File: config.mk
export PLATFORM = sky130hd
export DESIGN_NAME = breath_led_multi
export DESIGN_NICKNAME = d
export VERILOG_FILES = /design/src/rtl/breath_led_multi.sv
export SDC_FILE = /design/constraint.sdc
export NUM_CORES = 1
export LEC_CHECK = 0
export CELL_PAD_IN_SITES_DETAIL_PLACEMENT = 0
export CELL_PAD_IN_SITES_GLOBAL_PLACEMENT = 1
export CORE_ASPECT_RATIO = 0.7
export CORE_MARGIN = 1
export CORE_UTILIZATION = 24
export CTS_BUF_LIST = sky130_fd_sc_hd__clkbuf_8
export DETAILED_ROUTE_END_ITERATION = 6
export MAX_ROUTING_LAYER = met4
export PLACE_DENSITY_LB_ADDON = 0.12
export SYNTH_ARGS = -nofsm -noshare
export SYNTH_HDL_FRONTEND = slang
export SYNTH_SLANG_ARGS = --single-unit
File: constraint.sdc
create_clock -name clk -period 3.15 [get_ports clk]
set_clock_uncertainty 0.15 [all_clocks]
set_input_delay 0.63 -clock clk [delete_from_list [all_inputs] [get_ports clk]]
set_output_delay 0.63 -clock clk [all_outputs]
set_load 0.005 [all_outputs]
File: src/rtl/breath_led_multi.sv
// rtl/breath_led_multi.sv - multi-channel breathing-LED PWM engine; optional gamma via BREATH_LED_GAMMA_EN
module breath_led_multi #(
  parameter int CHANNELS = 4,
  parameter int PWM_W    = 12
) (
  input  logic                clk,
  input  logic                rst,
  input  logic [1:0]          mode,
  input  logic [1:0]          speed,
  output logic [CHANNELS-1:0] led_n,
  output logic                cycle_done
);

  localparam logic [1:0]       MODE_OFF    = 2'b00;
  localparam logic [1:0]       MODE_ON     = 2'b01;
  localparam logic [1:0]       MODE_BREATH = 2'b10;
  localparam logic [1:0]       MODE_ALT    = 2'b11;
  localparam logic [PWM_W-1:0] MAX         = {PWM_W{1'b1}};

  logic [PWM_W-1:0]    pwm_cnt_q, pwm_cnt_d;
  logic [1:0]          mode_q, mode_d;
  logic [PWM_W-1:0]    level_q, level_d;
  logic                dir_q, dir_d;
  logic [CHANNELS-1:0] led_n_q, led_n_d;
  logic                done_q, done_d;

  logic                wrap;
  logic                entering;
  logic                running;
  logic [PWM_W:0]      step_w;
  logic [PWM_W:0]      sum_w;
  logic [PWM_W:0]      diff_w;
  logic [PWM_W-1:0]    duty [CHANNELS];

  assign wrap      = (pwm_cnt_q == MAX);
  assign pwm_cnt_d = pwm_cnt_q + 1'b1;
  // Breath modes have bit 1 set; entry restarts the breath from the trough.
  assign entering  = mode[1] && !mode_q[1];
  // The engine only steps on a wrap where a breath mode persists through it.
  assign running   = mode_q[1] && mode[1];
  assign step_w    = (PWM_W+1)'(1) << speed;
  assign sum_w     = {1'b0, level_q} + step_w;
  assign diff_w    = {1'b0, level_q} - step_w;

  // Next-state for mode, level, direction and the breath-complete flag; all change only on wrap.
  always_comb begin
    mode_d  = mode_q;
    level_d = level_q;
    dir_d   = dir_q;
    done_d  = 1'b0;
    if (wrap) begin
      mode_d = mode;
      if (entering) begin
        level_d = '0;
        dir_d   = 1'b1;
      end else if (running) begin
        if (dir_q) begin
          if (level_q == MAX)           dir_d   = 1'b0;
          else if (sum_w > {1'b0, MAX}) level_d = MAX;
          else                          level_d = sum_w[PWM_W-1:0];
        end else begin
          if (level_q == '0) begin
            dir_d  = 1'b1;
            done_d = 1'b1;
          end else if (diff_w[PWM_W]) begin
            level_d = '0;
          end else begin
            level_d = diff_w[PWM_W-1:0];
          end
        end
      end
    end
  end

  for (genvar i = 0; i < CHANNELS; i++) begin : g_ch
    localparam bit ODD = (i % 2) == 1;
`ifdef BREATH_LED_GAMMA_EN
    logic [PWM_W-1:0]   lvl_n;
    logic [2*PWM_W-1:0] sq;
    logic [PWM_W-1:0]   duty_q;
    assign lvl_n = (mode_d == MODE_ALT && ODD) ? (MAX - level_d) : level_d;
    assign sq    = {{PWM_W{1'b0}}, lvl_n} * {{PWM_W{1'b0}}, lvl_n};
    // Square the upcoming period's level at wrap so the compare sees only a register.
    always_ff @(posedge clk or negedge rst) begin
      if (!rst)      duty_q <= '0;
      else if (wrap) duty_q <= PWM_W'(sq >> PWM_W);
    end
    assign duty[i] = duty_q;
`else
    logic [PWM_W-1:0] lvl_c;
    assign lvl_c   = (mode_q == MODE_ALT && ODD) ? (MAX - level_q) : level_q;
    assign duty[i] = lvl_c;
`endif
  end

  // Per-channel LED drive for the current counter value, registered one clock later.
  always_comb begin
    led_n_d = '1;
    for (int c = 0; c < CHANNELS; c++) begin
      case (mode_q)
        MODE_OFF:              led_n_d[c] = 1'b1;
        MODE_ON:               led_n_d[c] = 1'b0;
        MODE_BREATH, MODE_ALT: led_n_d[c] = !(pwm_cnt_q < duty[c]);
        default:               led_n_d[c] = 1'b1;
      endcase
    end
  end

  // State registers with asynchronous active-low clear.
  always_ff @(posedge clk or negedge rst) begin
    if (!rst) begin
      pwm_cnt_q <= '0;
      mode_q    <= MODE_OFF;
      level_q   <= '0;
      dir_q     <= 1'b1;
      led_n_q   <= '1;
      done_q    <= 1'b0;
    end else begin
      pwm_cnt_q <= pwm_cnt_d;
      mode_q    <= mode_d;
      level_q   <= level_d;
      dir_q     <= dir_d;
      led_n_q   <= led_n_d;
      done_q    <= done_d;
    end
  end

  assign led_n      = led_n_q;
  assign cycle_done = done_q;

endmodule

==> impl_summary.log, run 1 <==
[metrics] CP Data Arrival Time: 2.80 ns
[metrics] total power per unit cell area: 250.1 mW/mm²
[metrics] area fraction of the dominant cell type after synthesis: between 20% and 30%
[metrics] worst-skew pair later-pin latency: roughly 0.29 ns
[metrics] terminating pin of the worst hold path: pwm_cnt_q[1]$_DFF_PN0_
[metrics] initial antenna violation count: 0
[metrics] end of the worst register-to-register path: g_ch[0].lvl_c[1]$_DFFE_PN0P_
[metrics] placer's final routability congestion estimate: 0.8085
[metrics] clock tree from TritonCTS: yes
[metrics] first-pass GRT wire length: 12.87 mm
[metrics] number of nets in the layout: 384
[metrics] placed wire-length estimate after detailed placement: between 6 and 7 mm
[metrics] vertical die dimension: ~90 µm
[metrics] slack of the worst reg-to-reg path: around 0.46 ns
[metrics] CP startpoint kind: input port
[metrics] number of inserted filler cells in the final layout: about 1200
[metrics] routed via count: 2334
[metrics] DIE WIDTH: about 130 µm
[metrics] count of antenna diodes in the layout: 0
[metrics] DP Cell Count: around 490
[metrics] kind of capture point of the worst setup path: flop
[metrics] remaining global-route overflow: 0
[metrics] remaining max-slew budget at the tightest pin: about three fifths
[metrics] critical path required time: 3.17 ns
[metrics] Synth async-reset ratio: 100.0%
[metrics] Worst Path Class, Setup: in -> reg
[metrics] area of the die: roughly 0.012 mm²
[metrics] CTS sink count: 30
[metrics] maximum root-to-sink buffer count: 2
[metrics] final WL: 8.116 mm
[metrics] number of pins exceeding their max-slew limit in the final report: 0
[metrics] synthesized cell area: around 0.0027 mm²
[metrics] top-count cell post-synth: ha_1
[metrics] library cell with the largest summed area after synthesis: dfrtp_1
[metrics] Mapped Nets: about 340
[metrics] post-placement setup slack: -0.4115 ns
[metrics] Buffers on Ports: 10
[metrics] worst supply voltage drop on vdd: around 120 µV
[metrics] Clock H-tree levels: 2
[metrics] starting density of the core: about 25%
[metrics] total number of placement rows: 32
[metrics] Worst Max-Slew Pin Slew: about 0.59 ns
[metrics] number of global-route vias before repair: between 2000 and 2500
[metrics] Hold Path Stages: 1
[metrics] detailed-route wire length per cell: between 15 and 20 µm
[metrics] Max Fclk: ~360 MHz
[metrics] beginning of the worst hold path: pwm_cnt_q[1]$_DFF_PN0_
[metrics] count of synthesis-stage warnings from yosys: 0
[metrics] cell types with the highest counts after synthesis: ha_1, dfrtp_1, inv_1
[metrics] mean post-synth cell area: between 9 and 10 µm²
[metrics] count of non-filler cells in the finished layout: approximately 500
[metrics] time the worst path needs with I/O delays and setup: between 2 and 3 ns
[metrics] Worst setup startpoint: speed[1]
[metrics] worst path setup slack after routing: around 0.37 ns
[metrics] final std cell area, no fill: about 0.0034 mm²
[metrics] number of buffers inserted during clock tree synthesis: 5
[metrics] count of routing violations after the opening detailed-route iteration: around 130
[metrics] post-synthesis sequential area ratio: between 20% and 30%
[metrics] cells taking the most area after synthesis: dfrtp_1, ha_1, xnor2_1
[metrics] area post-placement: about 0.0032 mm²
[metrics] Max Cap Violations: 0
[metrics] post-DR vias/cell: 4.677
[metrics] total iterations of the first detailed-routing run: 4
[metrics] number of failing setup endpoints in the final timing report: 0
[metrics] Crit Reg-Reg Startpoint: g_ch[0].lvl_c[8]$_DFFE_PN0P_
[metrics] flop and latch count out of synthesis: 30
[metrics] share of layout cells above drive strength 1: 21.68%
[metrics] DRT antenna net count: 0
[metrics] Top-Level Pins: 11
[metrics] dominant synthesized flop cell: dfrtp_1
[metrics] unrepaired setup endpoints after global routing: no
[metrics] Worst-path clk slew: about 0.07 ns
[metrics] post-route clock period utilization: about nine tenths
[metrics] number of hold violations in the final report: 0
[metrics] worst reg-to-reg path cell count: 6
[metrics] Total Routing Usage GR: between 10% and 20%
[metrics] maximum number of pins on one net before global-route repair: 31
[metrics] Post-synth EDFFs: 0
[metrics] number of different library cells in the post-synthesis netlist: 63
[metrics] Leakage: about 1.5 nW
[metrics] Post-Route Hold Slack: ~0.34 ns
[metrics] core footprint: around 0.011 mm²
[metrics] number of design rule violations left after detail routing: 0
[metrics] instance count of the mapped netlist: just under 300
[metrics] Root Driver: clkbuf_8
[metrics] Min-Delay Path Class: reg -> reg
[metrics] result of the run: finished clean
[metrics] count of hold-fix buffers inserted at cts: 0
[metrics] biggest fanout along the worst timing path: 4
[metrics] area growth from synthesis to layout: 24.46%
where the power goes:
| part | leakage, nW | internal (mW) | total (mW) | switching [mW] |
|---|---|---|---|---|
| sequential | 0.373 | 0.385 | 0.385 | 0 |
| combinational | 1.04 | 0.0331 | 0.0702 | 0.0371 |
| clock | 0.0575 | 0.221 | 0.385 | 0.165 |
| total | 1.47 | 0.639 | 0.841 | 0.202 |
worst max-delay path: stages:
cell and delay, ns:
dlymetal6s2s_1 0.15, nor2_2 0.14, ha_1 0.17, inv_1 0.05, fa_2 0.35, a21o_1 0.19
a21o_1 0.21, or4_1 0.43, xnor2_1 0.16, o2111ai_1 0.21, nand3_1 0.10
layout by cell type (no fill, tap or decap), types with 3 or more instances in the layout:
master and n:
nor3_1 5, a21oi_1 16, o21a_1 5, and4_1 4, dfstp_2 3, xor2_1 4
ha_1 31, nor4_1 6, xnor2_1 22, nand2_1 19, o21ai_0 13, clkbuf_8 8
a2111oi_0 3, a22o_1 3, nor2b_1 5, or4_4 3, nor2_1 14, nand4_1 4
inv_1 24, buf_4 42, clkdlybuf4s50_1 8, nand3_1 12, a21o_1 10, dfrtp_1 27
flip-flops by register name (all words and copies together) (netlist names):
signal	cells
cycle_done	1
dir_q	1
g_ch.lvl_c	12
led_n	2
mode_q	2
pwm_cnt_q	12
cells by family (layout without fill, tap and decap cells):
| family | after synthesis | in the layout | share of synthesized area (%) |
|---|---|---|---|
| multiplexers | 2 | 2 | 0.7874 |
| AND/OR/NAND/NOR | 89 | 89 | 18.34 |
| XOR/XNOR | 26 | 26 | 8.430 |
| adder cells (fa/ha/maj) | 33 | 33 | 15.84 |
| AO/OA/AOI/OAI | 81 | 81 | 21.77 |
| flip-flops | 30 | 30 | 27.93 |
| buffers and inverters | 37 | 85 | 6.901 |
through the flow:
step                      power, mW  setup TNS (ns)  util [%]
after detailed placement     0.4586          -3.341     29.17
after global placement       0.4585          -2.942     29.17
after CTS                    0.8563               0     30.39
after floorplan              0.4232               0         -
final                        0.8409               0     30.65
after global routing         0.8799               0     30.65
metal layers:
layer	GRT usage, %	up-vias	part of all wire, %
li1	-	1185	-
met1	24.44	1091	55
met2	18.96	54	37
met3	3.021	4	7.1
met4	2.941	0	0.54
met5	-	-	0
worst max-delay path by stage:
stage / endpoint / slack (ns) / depth (start not counted)
after floorplan: g_ch[0].lvl_c[8]$_DFFE_PN0P_ / 0.31 / 10
after global placement: g_ch[0].lvl_c[4]$_DFFE_PN0P_ / -0.33 / 13
after detailed placement: g_ch[0].lvl_c[9]$_DFFE_PN0P_ / -0.41 / 11
after CTS: g_ch[0].lvl_c[4]$_DFFE_PN0P_ / 0.002 / 13
after global routing: g_ch[0].lvl_c[8]$_DFFE_PN0P_ / 0.22 / 11
final: g_ch[0].lvl_c[8]$_DFFE_PN0P_ / 0.37 / 11
area by class of cell:
type	count	area, µm²	share of cell area [%]
tap	153	191.4	5.694
clock buffer	8	110.1	3.275
sequential	30	754.5	22.44
inverter	25	93.84	2.791
multi-input combinational	231	1792	53.29
timing repair buffer	52	420.4	12.50
timing repair:
item / in CTS / in global routing
gates resized for setup: 2 / 8
pin swaps: 1 / 2
buffers inserted: 2 / 0
endpoints found under the setup margin: 4 / 11
No activity file was read; power rests on OpenSTA's default activity.
==> inputs of run 2 (changes only) <==
--- a/config.mk
+++ b/config.mk
@@ -5,15 +5,15 @@
 export SDC_FILE = /design/constraint.sdc
 export NUM_CORES = 1
 export LEC_CHECK = 0
+export ABC_AREA = 1
 export CELL_PAD_IN_SITES_DETAIL_PLACEMENT = 0
 export CELL_PAD_IN_SITES_GLOBAL_PLACEMENT = 1
 export CORE_ASPECT_RATIO = 0.7
-export CORE_MARGIN = 1
 export CORE_UTILIZATION = 24
 export CTS_BUF_LIST = sky130_fd_sc_hd__clkbuf_8
 export DETAILED_ROUTE_END_ITERATION = 6
 export MAX_ROUTING_LAYER = met4
-export PLACE_DENSITY_LB_ADDON = 0.12
+export PLACE_DENSITY_LB_ADDON = 0.25
 export SYNTH_ARGS = -nofsm -noshare
 export SYNTH_HDL_FRONTEND = slang
 export SYNTH_SLANG_ARGS = --single-unit
==> impl_summary.log, run 2 <==
[metrics] number of buffers inserted during clock tree synthesis: 5 (unchanged)
[metrics] DRT antenna net count: 0 (unchanged)
[metrics] count of antenna diodes in the layout: 0 (unchanged)
[metrics] number of nets in the layout: 479 (+25%)
[metrics] Resize count post-CTS: 0 (-2)
[metrics] DP Cell Count: 590 (+21%)
[metrics] remaining global-route overflow: 0 (unchanged)
[metrics] Max Cap Violations: 0 (unchanged)
[metrics] Min-Delay Path Class: reg -> reg
[metrics] total power per unit cell area: 254.6 mW/mm² (+1.8%)
[metrics] detailed-route wire length per cell: 14.61 µm (-10%)
[metrics] time the worst path needs with I/O delays and setup: 2.806 ns (+0.02503 ns)
[metrics] wire length on met3: 501 µm (-13%)
[metrics] count of non-filler cells in the finished layout: 598 (+20%)
[metrics] maximum root-to-sink buffer count: 2 (unchanged)
[metrics] first-pass GRT wire length: 14.23 mm (+11%)
[metrics] CTS sink count: 30 (unchanged)
[metrics] top sig layer: met4
[metrics] Synth async-reset ratio: 100.0% (unchanged)
[metrics] library cell with the largest summed area after synthesis: dfrtp_1
[metrics] placer's final routability congestion estimate: 0.8152 (+0.83%)
[metrics] Mapped Nets: 467 (+39%)
[metrics] starting density of the core: 25.17% (+0.54 points)
[metrics] Top-Level Pins: 11 (unchanged)
[metrics] Total Routing Usage GR: 15.07% (-0.23 points)
[metrics] unrepaired setup endpoints after global routing: no
[metrics] fraction of the mapped netlist area in compound gates: 6.417% (-15 points)
[metrics] CP startpoint kind: input port
[metrics] number of design rule violations left after detail routing: 0 (unchanged)
[metrics] number of global-route vias before repair: 2615 (+17%)
[metrics] worst supply voltage drop on vdd: 145.4 µV (+23%)
[metrics] routed via count: 2784 (+19%)
[metrics] synthesized-area fraction occupied by adder cells: 14.25% (-1.6 points)
[metrics] commonest cells after routing, fill and taps aside: nand2_1, nand3_1, inv_1
[metrics] count of synthesis-stage warnings from yosys: 0 (unchanged)
[metrics] vertical die dimension: 95.59 µm (+5.3%)
[metrics] area of the die: 0.01297 mm² (+11%)
[metrics] DIE WIDTH: 135.7 µm (+5.3%)
[metrics] Buffers on Ports: 10 (unchanged)
[metrics] cells taking the most area after synthesis: dfrtp_1, nand2_1, ha_1
[metrics] core footprint: 0.01193 mm² (+8.8%)
[metrics] Leakage: 1.644 nW (+12%)
[metrics] post-route clock period utilization: 89.07% (+0.79 points)
[metrics] instance count of the mapped netlist: 428 (+44%)
[metrics] final WL: 8.739 mm (+7.7%)
[metrics] Worst Path Class, Setup: in -> reg
[metrics] count of hold-fix buffers inserted at cts: 0 (unchanged)
[metrics] area growth from synthesis to layout: 12.75%
[metrics] multiplexer share of the synthesized area: 0.3750% (-0.41 points)
[metrics] number of pins exceeding their max-slew limit in the final report: 0 (unchanged)
[metrics] top-count cell post-synth: nand2_1
[metrics] Root Driver: clkbuf_8
[metrics] post-DR vias/cell: 4.656 (-0.47%)
[metrics] dominant synthesized flop cell: dfrtp_1
[metrics] maximum number of pins on one net before global-route repair: 31 (unchanged)
[metrics] biggest fanout along the worst timing path: 8 (+4)
[metrics] count of routing violations after the opening detailed-route iteration: 154 (+20%)
[metrics] cell types with the highest counts after synthesis: nand2_1, nand3_1, inv_1
[metrics] share of layout cells above drive strength 1: 12.02% (-9.7 points)
[metrics] share of the synthesized netlist area taken by xor and xnor gates: 7.000% (-1.4 points)
[metrics] number of hold violations in the final report: 0 (unchanged)
[metrics] kind of capture point of the worst setup path: flop
[metrics] Clock H-tree levels: 2 (unchanged)
[metrics] number of failing setup endpoints in the final timing report: 0 (unchanged)
[metrics] critical path required time: 3.17 ns (about the same)
[metrics] Post-synth EDFFs: 0 (unchanged)
[metrics] result of the run: finished clean
[metrics] initial antenna violation count: 0 (unchanged)
[metrics] number of buffers inserted to repair setup after CTS: 0 (-2)
[metrics] placed wire-length estimate after detailed placement: 7.092 mm (+12%)
[metrics] Worst-path clk slew: 0.07 ns (about the same)
[metrics] largest family of logic cells by synthesized area: simple AND/OR/NAND/NOR gates
[metrics] most common cell after layout, fill and taps aside: nand2_1
[metrics] Max Fclk: 356.4 MHz (-0.89%)
[metrics] total number of placement rows: 33 (+3.1%)
[metrics] remaining max-slew budget at the tightest pin: 55.23% (-5.5 points)
[metrics] flop and latch count out of synthesis: 30 (unchanged)
[metrics] final total power: 861.9 µW (+2.5%)
[metrics] synthesized cell area: 0.003003 mm² (+11%)
[metrics] clock tree from TritonCTS: yes
[metrics] Met2 Wirelength: 3.429 mm (+14%)
[metrics] post-route setup TNS: 0 ns (unchanged)
[metrics] mean post-synth cell area: 7.016 µm² (-23%)
[metrics] Worst Max-Slew Pin Slew: 0.6700 ns (+0.08274 ns)
[metrics] area fraction of the dominant cell type after synthesis: 22.50% (-2.5 points)
[metrics] simple-gate portion of the synthesized area: 36.71% (+18 points)
[metrics] met1 WL: 4.774 mm (+6.6%)
[metrics] number of different library cells in the post-synthesis netlist: 37 (-41%)
[metrics] post-synthesis sequential area ratio: 25.13% (-2.8 points)
[metrics] number of inserted filler cells in the final layout: 1312 (+9.9%)
[metrics] CP Data Arrival Time: 2.83 ns (+0.03 ns)
[metrics] total iterations of the first detailed-routing run: 4 (unchanged)
[metrics] worst-skew pair later-pin latency: 0.29 ns (about the same)
run 2: cell count changes after synthesis, sizes merged, moves of 6 or more:
cell	previous run	this run
a21o	11	0
buf	7	13
inv	24	50
nand2	19	119
nand3	13	55
nand4	4	12
nor2	15	42
xnor2	22	1
xor2	4	23
run 2: final timing paths:
path | start | end | slack [ns] | depth (start not counted)
worst min-delay path | pwm_cnt_q[0]$_DFF_PN0_ | pwm_cnt_q[0]$_DFF_PN0_ | 0.35 | 1
worst min register to register | pwm_cnt_q[0]$_DFF_PN0_ | pwm_cnt_q[0]$_DFF_PN0_ | 0.35 | 1
min in group asynchronous | rst | g_ch[0].lvl_c[9]$_DFFE_PN0P_ | 0.60 | 2
worst max-delay path | speed[0] | g_ch[0].lvl_c[0]$_DFFE_PN0P_ | 0.34 | 13
max in group asynchronous | rst | dir_q$_DFFE_PN1P_ | 1.91 | 2
worst max register to register | g_ch[0].lvl_c[0]$_DFFE_PN0P_ | g_ch[0].lvl_c[0]$_DFFE_PN0P_ | 0.65 | 12
run 2: power by group:
group / internal, mW / switching, mW / total, mW
sequential: 0.385 / 0 / 0.385
combinational: 0.0264 / 0.0447 / 0.0711
clock: 0.235 / 0.170 / 0.406
run 2: routing by layer:
metal,vias up,track usage (%)
li1,1414,-
met1,1309,22.25
met2,59,20.07
met3,2,3.881
met4,0,2.809
met5,-,-
run 2: cell families (layout without fill, tap and decap cells):
group	Yosys count	after routing
simple gates	237	237
buf+inv	66	79
compound gates	37	37
fa+ha+maj	33	33
flops	30	30
xor+xnor	24	24
mux	1	1
run 2: cell type report:
cell class                 instances  area [µm²]  share of cell area, %
clock buffer                       5       68.82                  2.033
inverter                          52       196.4                  5.802
tap                              157       196.4                  5.802
multi-input combinational        332        1944                  57.43
clock inverter                     3       45.04                  1.330
timing repair buffer              19       180.2                  5.322
sequential                        30       754.5                  22.28
run 2: metrics by stage:
| stage | hold slack (ns) | area (µm²) | worst slack [ns] | util (%) |
|---|---|---|---|---|
| after floorplan | 0.1844 | 3003 | 0.7711 | - |
| after global placement | 0.3420 | 3272 | 0.08588 | 27.42 |
| after detailed placement | 0.3401 | 3272 | 0.03230 | 27.42 |
| after CTS | 0.3540 | 3386 | 0.3492 | 28.37 |
| after global routing | 0.3813 | 3386 | 0.1319 | 28.37 |
| final | 0.3525 | 3386 | 0.3442 | 28.37 |
run 2: worst max-delay path, stage by stage:
cell and delay (ns):
clkdlybuf4s50_1 0.49, inv_1 0.06, nor2_1 0.13, inv_1 0.12, fa_1 0.48, inv_1 0.12, nor2_1 0.06, nor2_2 0.12
nand2_2 0.17, inv_2 0.12, nand2_1 0.15, nand3_1 0.13, o21ai_1 0.06
